## config.mk

```make
export PLATFORM = sky130hd
export DESIGN_NAME = mac_seq_ctrl_flat
export DESIGN_NICKNAME = d
export VERILOG_FILES = /design/src/rtl/mac_seq_ctrl_if.sv /design/src/rtl/mac_seq_ctrl.sv /design/src/flat_wrapper.sv
export SDC_FILE = /design/constraint.sdc
export NUM_CORES = 1
export LEC_CHECK = 0
export CORE_ASPECT_RATIO = 1.2
export CORE_MARGIN = 8
export CORE_UTILIZATION = 45
export DETAILED_ROUTE_END_ITERATION = 10
export PLACE_DENSITY = 0.83
export SLEW_MARGIN = 15
export SYNTH_ARGS = -nofsm -noshare
export SYNTH_HDL_FRONTEND = slang
export SYNTH_SLANG_ARGS = --single-unit
export TNS_END_PERCENT = 100
```

## constraint.sdc

```tcl
create_clock -name clk -period 3.4 [get_ports clk]
set_clock_uncertainty 0.2 [all_clocks]
set_input_delay 0.68 -clock clk [delete_from_list [all_inputs] [get_ports clk]]
set_output_delay 0.68 -clock clk [all_outputs]
set_load 0.02 [all_outputs]
```

## src/rtl/mac_seq_ctrl_if.sv

```systemverilog
// mac_seq_ctrl_if: groups the control and handshake signals of mac_seq_ctrl.
//   start/y_ready          : requests from the surrounding system
//   busy, addr_x, addr_f   : status and memory read addresses
//   enable_mult,
//   clear_pipeline_mult    : MAC multiplier controls
//   acc_en, acc_clr        : accumulator controls
//   y_valid, done          : output handshake and completion pulse
//   stall_cnt              : back-pressure cycle counter
// master = controller side, slave = system side.
interface mac_seq_ctrl_if #(
    parameter int unsigned XW = 3,
    parameter int unsigned FW = 2
) ();
    logic          start;
    logic          busy;
    logic [XW-1:0] addr_x;
    logic [FW-1:0] addr_f;
    logic          enable_mult;
    logic          clear_pipeline_mult;
    logic          acc_en;
    logic          acc_clr;
    logic          y_valid;
    logic          y_ready;
    logic          done;
    logic [15:0]   stall_cnt;

    modport master (
        input  start, y_ready,
        output busy, addr_x, addr_f, enable_mult, clear_pipeline_mult,
               acc_en, acc_clr, y_valid, done, stall_cnt
    );

    modport slave (
        output start, y_ready,
        input  busy, addr_x, addr_f, enable_mult, clear_pipeline_mult,
               acc_en, acc_clr, y_valid, done, stall_cnt
    );
endinterface

```

## src/rtl/mac_seq_ctrl.sv

```systemverilog
// mac_seq_ctrl: sequences a 1-D convolution y[j] = sum_k x[j+k]*f[k] on an external
// MAC unit with LAT-cycle product latency and synchronous-read x/f memories.
// Ports:
//   clk   : clock
//   reset : asynchronous active-high reset
//   bus   : mac_seq_ctrl_if.master (start, busy, addresses, MAC/accumulator controls,
//           y_valid/y_ready handshake, done pulse, stall_cnt)
// Optional feature: define MAC_SEQ_STALL_CNT_EN to count y_valid && !y_ready cycles in
// stall_cnt (saturating); otherwise stall_cnt is tied to zero.
module mac_seq_ctrl #(
    parameter int unsigned N   = 8,
    parameter int unsigned M   = 3,
    parameter int unsigned LAT = 3,
    parameter int unsigned XW  = $clog2(N),
    parameter int unsigned FW  = $clog2(M)
) (
    input logic            clk,
    input logic            reset,
    mac_seq_ctrl_if.master bus
);

    localparam logic [2:0] StIdle   = 3'd0;
    localparam logic [2:0] StIssue  = 3'd1;
    localparam logic [2:0] StDrain  = 3'd2;
    localparam logic [2:0] StOutput = 3'd3;
    localparam logic [2:0] StDone   = 3'd4;

    // Tracker pattern where only the final tap sits in the last stage.
    localparam logic [LAT:0] TrkLastOnly = (LAT + 1)'(1) << LAT;

    logic [2:0]    state_q, state_d;
    logic [XW-1:0] j_q, j_d;
    logic [FW-1:0] k_q, k_d;
    logic [XW-1:0] addr_x_q, addr_x_d;
    logic [FW-1:0] addr_f_q, addr_f_d;
    // Bit 0 is stage 1 (memory data valid), bit LAT is stage 1+LAT (product at acc).
    logic [LAT:0]  trk_valid_q, trk_valid_d;
    logic [LAT:0]  trk_first_q, trk_first_d;
    logic          issue;
    logic          drain_done;

    assign issue      = (state_q == StIssue);
    assign drain_done = (trk_valid_q == TrkLastOnly);

    always_comb begin
        trk_valid_d[0] = issue;
        trk_first_d[0] = issue && (k_q == '0);
        for (int i = 1; i <= int'(LAT); i++) begin
            trk_valid_d[i] = trk_valid_q[i-1];
            trk_first_d[i] = trk_first_q[i-1];
        end
    end

    always_comb begin
        state_d = state_q;
        j_d     = j_q;
        k_d     = k_q;
        case (state_q)
            StIdle: begin
                if (bus.start) begin
                    state_d = StIssue;
                    j_d     = '0;
                    k_d     = '0;
                end
            end
            StIssue: begin
                if (k_q == FW'(M - 1)) begin
                    k_d     = '0;
                    state_d = StDrain;
                end else begin
                    k_d = k_q + FW'(1);
                end
            end
            StDrain: begin
                if (drain_done) state_d = StOutput;
            end
            StOutput: begin
                if (bus.y_ready) begin
                    if (j_q == XW'(N - M)) begin
                        state_d = StDone;
                    end else begin
                        j_d     = j_q + XW'(1);
                        state_d = StIssue;
                    end
                end
            end
            StDone:  state_d = StIdle;
            default: state_d = StIdle;
        endcase
    end

    // Addresses are registered so they are presented during the ISSUE cycle itself.
    always_comb begin
        addr_x_d = addr_x_q;
        addr_f_d = addr_f_q;
        if (state_d == StIssue) begin
            addr_x_d = j_d + XW'(k_d);
            addr_f_d = k_d;
        end
    end

    always_ff @(posedge clk or posedge reset) begin
        if (reset) begin
            state_q     <= StIdle;
            j_q         <= '0;
            k_q         <= '0;
            addr_x_q    <= '0;
            addr_f_q    <= '0;
            trk_valid_q <= '0;
            trk_first_q <= '0;
        end else begin
            state_q     <= state_d;
            j_q         <= j_d;
            k_q         <= k_d;
            addr_x_q    <= addr_x_d;
            addr_f_q    <= addr_f_d;
            trk_valid_q <= trk_valid_d;
            trk_first_q <= trk_first_d;
        end
    end

    assign bus.busy        = (state_q != StIdle);
    assign bus.addr_x      = addr_x_q;
    assign bus.addr_f      = addr_f_q;
    assign bus.enable_mult = trk_valid_q[0];
    assign bus.acc_en      = trk_valid_q[LAT];
    assign bus.acc_clr     = trk_valid_q[LAT] && trk_first_q[LAT];
    assign bus.y_valid     = (state_q == StOutput);
    assign bus.done        = (state_q == StDone);
    // Combinational on start; gated so reset forces it low in the same cycle.
    assign bus.clear_pipeline_mult = (state_q == StIdle) && bus.start && !reset;

`ifdef MAC_SEQ_STALL_CNT_EN
    logic [15:0] stall_cnt_q, stall_cnt_d;

    always_comb begin
        stall_cnt_d = stall_cnt_q;
        if ((state_q == StIdle) && bus.start) begin
            stall_cnt_d = '0;
        end else if ((state_q == StOutput) && !bus.y_ready && (stall_cnt_q != 16'hFFFF)) begin
            stall_cnt_d = stall_cnt_q + 16'd1;
        end
    end

    always_ff @(posedge clk or posedge reset) begin
        if (reset) stall_cnt_q <= '0;
        else       stall_cnt_q <= stall_cnt_d;
    end

    assign bus.stall_cnt = stall_cnt_q;
`else
    assign bus.stall_cnt = '0;
`endif

endmodule

```

## src/flat_wrapper.sv

```systemverilog
// flat-port wrapper written by rule: the top's interface ports become plain ports
module mac_seq_ctrl_flat 
#(
    parameter int unsigned N   = 8,
    parameter int unsigned M   = 3,
    parameter int unsigned LAT = 3,
    parameter int unsigned XW  = $clog2(N),
    parameter int unsigned FW  = $clog2(M)
)
  (clk, reset, bus_start, bus_y_ready, bus_busy, bus_addr_x, bus_addr_f, bus_enable_mult, bus_clear_pipeline_mult, bus_acc_en, bus_acc_clr, bus_y_valid, bus_done, bus_stall_cnt);
  mac_seq_ctrl_if #(.XW(XW), .FW(FW)) bus_i ();
  input logic clk;
  input logic reset;
  input wire logic [$bits(bus_i.start)-1:0] bus_start;
  input wire logic [$bits(bus_i.y_ready)-1:0] bus_y_ready;
  output wire logic [$bits(bus_i.busy)-1:0] bus_busy;
  output wire logic [$bits(bus_i.addr_x)-1:0] bus_addr_x;
  output wire logic [$bits(bus_i.addr_f)-1:0] bus_addr_f;
  output wire logic [$bits(bus_i.enable_mult)-1:0] bus_enable_mult;
  output wire logic [$bits(bus_i.clear_pipeline_mult)-1:0] bus_clear_pipeline_mult;
  output wire logic [$bits(bus_i.acc_en)-1:0] bus_acc_en;
  output wire logic [$bits(bus_i.acc_clr)-1:0] bus_acc_clr;
  output wire logic [$bits(bus_i.y_valid)-1:0] bus_y_valid;
  output wire logic [$bits(bus_i.done)-1:0] bus_done;
  output wire logic [$bits(bus_i.stall_cnt)-1:0] bus_stall_cnt;
  assign bus_i.start = bus_start;
  assign bus_i.y_ready = bus_y_ready;
  assign bus_busy = bus_i.busy;
  assign bus_addr_x = bus_i.addr_x;
  assign bus_addr_f = bus_i.addr_f;
  assign bus_enable_mult = bus_i.enable_mult;
  assign bus_clear_pipeline_mult = bus_i.clear_pipeline_mult;
  assign bus_acc_en = bus_i.acc_en;
  assign bus_acc_clr = bus_i.acc_clr;
  assign bus_y_valid = bus_i.y_valid;
  assign bus_done = bus_i.done;
  assign bus_stall_cnt = bus_i.stall_cnt;
  mac_seq_ctrl #(.N(N), .M(M), .LAT(LAT), .XW(XW), .FW(FW)) u_core (.clk(clk), .reset(reset), .bus(bus_i));
endmodule
```

Yosys cells after proc, flatten, opt, wreduce, memory -nomap -nowiden. Index checks and enable logic that the tools add are counted.

Add/sub/neg operators: 3. Equal/unequal tests: 8. Multiplexer cells: 13. Reductions and logical operators: 8.

Operator list (count): $mux 3 (8); $pmux 3 s4 (1); $eq 3x1->1 const B (2); $eq 3x2->1 const B (2); $eq 3x3->1 const B (2); $pmux 3 s2 (1); $eq 4x4->1 const B (1); $logic_and 1x1->1 (4); $mux 2 (2); $pmux 2 s2 (1); $add 3x1->3 const B (1); $add 3x2->3 (1); $logic_not 3->1 (1); $reduce_bool 3->1 (1); $add 2x1->2 const B (1); $eq 2x2->1 const B (1); $logic_not 2->1 (1); $logic_not 1->1 (1).

Register bits: 21. Input port bits: 4. Output and inout port bits: 28. Word-level logic and storage cells: 39.

Logic depth before layout (Yosys ltp).
Depth in word-level cells: 5. Mapped depth: 10. Gate-level depth less buffers: 10.

Worst setup path before layout. Ideal clock, no wire load.

Path kind: input to register. Start: in bus_start. End: reg u_core.addr_x_q[2] (netlist: u_core.bus.addr_x[2]). Setup time: 125 ps. Arrival: 2505 ps. Data required time: 3075 ps. Setup slack: 570 ps. Cell stages on the path: 7. Buffers on the path: 0. Cell sequence: or4b_4 -> nor2b_1 -> a21o_1 -> ha_1 -> fa_1 -> xor2_1 -> mux2_4.

Cells in the longest elaborated chain, start to end: 3. Elaborated cells on any way between the ends: 8. Classes of those cells: add/sub (1); eq/ne (1); mux (6).

RTL lines: from (decl) (line flat_wrapper.sv:14) `input wire logic [$bits(bus_i.start)-1:0] bus_start;`; $mux 2 (line mac_seq_ctrl.sv:60) `if (bus.start) begin`; $pmux 2 s2 (line mac_seq_ctrl.sv:58) `case (state_q)`; via u_core.k_d[0] (line mac_seq_ctrl.sv:33) `logic [FW-1:0] k_q, k_d;`; $add 3x2->3 (line mac_seq_ctrl.sv:97) `addr_x_d = j_d + XW'(k_d);`; to (signal assigned) (line mac_seq_ctrl.sv:115) `addr_x_q <= addr_x_d;`; to (decl) (line mac_seq_ctrl.sv:34) `logic [XW-1:0] addr_x_q, addr_x_d;`.

The timed path passes the listed nets, and every way through them passes these cells. A chain may end at the register's enable or synchronous reset.

Worst setup path in the final report.
Start: in bus_start. End: out bus_clear_pipeline_mult.

Cells in the longest elaborated chain, start to end: 2.

RTL lines: $logic_and 1x1->1 (2 in series) (line mac_seq_ctrl.sv:131) `assign bus.clear_pipeline_mult = (state_q == StIdle) && bus.start && !reset;`; to (decl) (line flat_wrapper.sv:20) `output wire logic [$bits(bus_i.clear_pipeline_mult)-1:0] bus_clear_pipeline_mult;`.

No other way between the ends.

==> flow_summary_export.csv <==
group,metric,value,unit
run_status,status,"complete, no violations",
worst_hold_path,hold_path_end,"u_core.trk_first_q[2]",
floorplan,die-width,59.6,um
timing,slew_viol_final,0,
clock_network,cts-resized-gates,0,
timing,hold_violations,0,
clock_network,cts_buffer_depth,2,
job,drv_cap,0,
critical_path,worstSetupPathType,"in -> out",
pwr,total_power,1.06,mW
clock_network,post-cts-setup-buffer-count,0,
route,vias,641,
critical_path,reg2reg_from,"u_core.state_q[0]",
critical_path,r2r_slack,0.53,ns
route,wirelength,1810,um
critical_path,crit_chain,"clkdlybuf4s50_1 -> or4b_4 -> nor2_1 -> clkdlybuf4s50_1",
timing,worst_pin_slew,0.766,ns
layout,fillCellCount,191,
pwr,peakVddDrop,0.507,mV
placed_design,dpl.hpwl,1440,um
grt,grtUsageTotal,0.0977,
layout,diodes,0,
critical_path,path_buf_inv,2,
clock_network,cts_made_buffers,3,
pwr,leakage,0.549,nW
critical_path,rr_endpoint,"u_core.bus.addr_x[2]",
yosys,yosysSeqAreaShare,0.512,
timing,finalSetupTns,0,ns
floorplan,core_area,2230,um2
clock_network,htree_levels,1,
timing,post-route-period-util,0.956,
floorplan,ioPinCount,32,
yosys,synth.top_cell.area_share,0.512,
yosys,postSynthCellCount,87,
yosys,synthFlopType,"dfrtp_1",
critical_path,cp-end-kind,"primary output",
route,drc,0,
floorplan,rows,19,
grt,grt_pass1_vias,649,
timing,max_clock_freq,0.308,GHz
yosys,synth.top_cells.by_area,"dfrtp_1 (51%), buf_4 (12%), mux2_2 (4.4%), ha_1 (3.7%), o21ai_0 (2.4%)",
grt,grt_max_degree,22,
floorplan,dieArea,4070,um2
yosys,synth_common_cells,"dfrtp_1 (21), buf_4 (16), nand2_1 (5), o21ai_0 (5), mux2_2 (4)",
critical_path,cpMostUsedCell,"clkdlybuf4s50_1",
yosys,syn_area,1030,um2
grt,antenna_found_initial,0,
yosys,synth_most_common_cell,"dfrtp_1",
timing,grt_setup_unrepaired,"no",
clock_network,clk_latency,0.31,ns
critical_path,arrival,2.37,ns
worst_hold_path,whs_path_depth,0,
route,ant_nets,0,
route,drt_iter0_markers,7,
clock_network,cts_tree,"yes",
critical_path,cp_data_required_time,2.52,ns
clock_network,cts_hold_buf,0,
grt,grt_pass1_wl,2980,um
timing,relSlewSlack,0.489,
yosys,async_reset_ff_frac,1.00,
worst_hold_path,hp-class,"reg -> reg",
layout,fin_util,0.527,
placed_design,gp_congestion,0.823,
critical_path,slowest_stage,"clkdlybuf4s50_1",
critical_path,start_kind,"primary input",
critical_path,crit_family,"buffers and inverters",
route,firstDrtPassIters,4,
pwr,power_density,904,nW/um2
critical_path,slowest_delay,0.61,ns
floorplan,fp.dieH,68.3,um
route,routedWlPerCell,13.4,um
clock_network,cts.reportedPaths.clkPinSlew,0.12,ns
critical_path,r2r_cells,7,
layout,syn_to_final_growth,14.6,%
critical_path,cp_max_fo,5,
timing,finalCriticalPeriod,3.25,ns
yosys,synth_area_leader_cell,"dfrtp_1",
yosys,ys_types,31,
grt,grt-ovfl-total,0,
placed_design,portBuffers,15,
route,vias_per_cell,4.75,
yosys,synth_edf_count,0,
clock_network,clock-sinks,21,
yosys,yosysWarnings,0,
layout,layout-drive-gt1-share,0.125,
layout,layout.nets,113,
worst_hold_path,hold_path_startpoint,"u_core.trk_first_q[1]",
timing,setup_viol,0,
clock_network,clock-root-buffer,"clkbuf_4",
floorplan,start_util,0.460,
yosys,synth_area_per_cell,11.8,um2
yosys,yosys_register_bits,21,
flip-flops by register name, indices dropped and copies added (netlist names):
signal,cells
u_core.bus.addr_f,2
u_core.k_q,2
u_core.state_q,3
u_core.trk_first_q,4
u_core.j_q,3
u_core.trk_valid_q,4
u_core.bus.addr_x,3
cell families (layout without fill, tap and decap cells):
kind of cell               Yosys count  after routing  synth area share
DFF                                 21             21             0.512
xor gates and xnor gates             1              1           0.00853
other                                1             16           0.00365
and+or+nand+nor                     24             24             0.161
buffers and inverters               20             22             0.133
muxes                                5              5            0.0585
adders and majority gates            4              4            0.0560
AOI/OAI and AO/OA                   11             11            0.0682
how the worst max path moves through the flow:
stage,start,end,slack (ns),depth (start not counted)
final,bus_start,bus_clear_pipeline_mult,0.15,4
after CTS,bus_start,bus_clear_pipeline_mult,0.14,4
after global placement,bus_start,u_core.bus.addr_x[2],0.02,8
after detailed placement,bus_start,u_core.bus.addr_x[2],-0.05,8
after floorplan,bus_start,u_core.bus.addr_x[2],0.57,7
after global routing,bus_start,bus_clear_pipeline_mult,0.11,4
stage by stage:
step	cell area (um2)	hold slack [ns]	worst slack, ns	instances
2_1_floorplan	1080	0.131	0.570	102
3_3_place_gp	1150	0.133	0.0222	131
5_1_grt	1180	0.175	0.110	135
6_report	1180	0.164	0.149	135
3_5_place_dp	1150	0.136	-0.0476	131
4_1_cts	1180	0.164	0.136	135
power by group:
group | leakage, nW | internal (mW) | switching, mW
Combinational | 0.270 | 0.256 | 0.254
Sequential | 0.265 | 0.354 | 0.0783
Clock | 0.0139 | 0.0448 | 0.0776
per-layer routing:
layer | GRT usage | vias to the layer above | part of all wire
met2 | 0.149 | 29 | 0.45
met4 | 0.0657 | 0 | 0.027
met5 | 0 | - | 0
li1 | - | 302 | -
met3 | 0.0376 | 6 | 0.13
met1 | 0.112 | 304 | 0.39
area by class of cell:
cell class	count	area [um2]	share of cell area
sequential	21	526	0.446
multi-input combinational	61	422	0.358
timing repair buffer	15	150	0.128
tap	31	38.8	0.0329
clock buffer	3	22.5	0.0191
inverter	3	11.3	0.00956
clock inverter	1	7.51	0.00638
layout by cell type (no fill, tap or decap), types with 2 or more instances in the layout:
cell / n
ha_1: 3
nand3_1: 2
clkbuf_4: 3
nor2_1: 2
conb_1: 16
clkdlybuf4s50_1: 15
mux2_2: 4
inv_1: 3
nor3b_1: 3
dfrtp_1: 21
nand2_1: 5
nor2b_1: 2
and2_1: 2
o21ai_0: 5
Power figures use the tool's default switching activity.
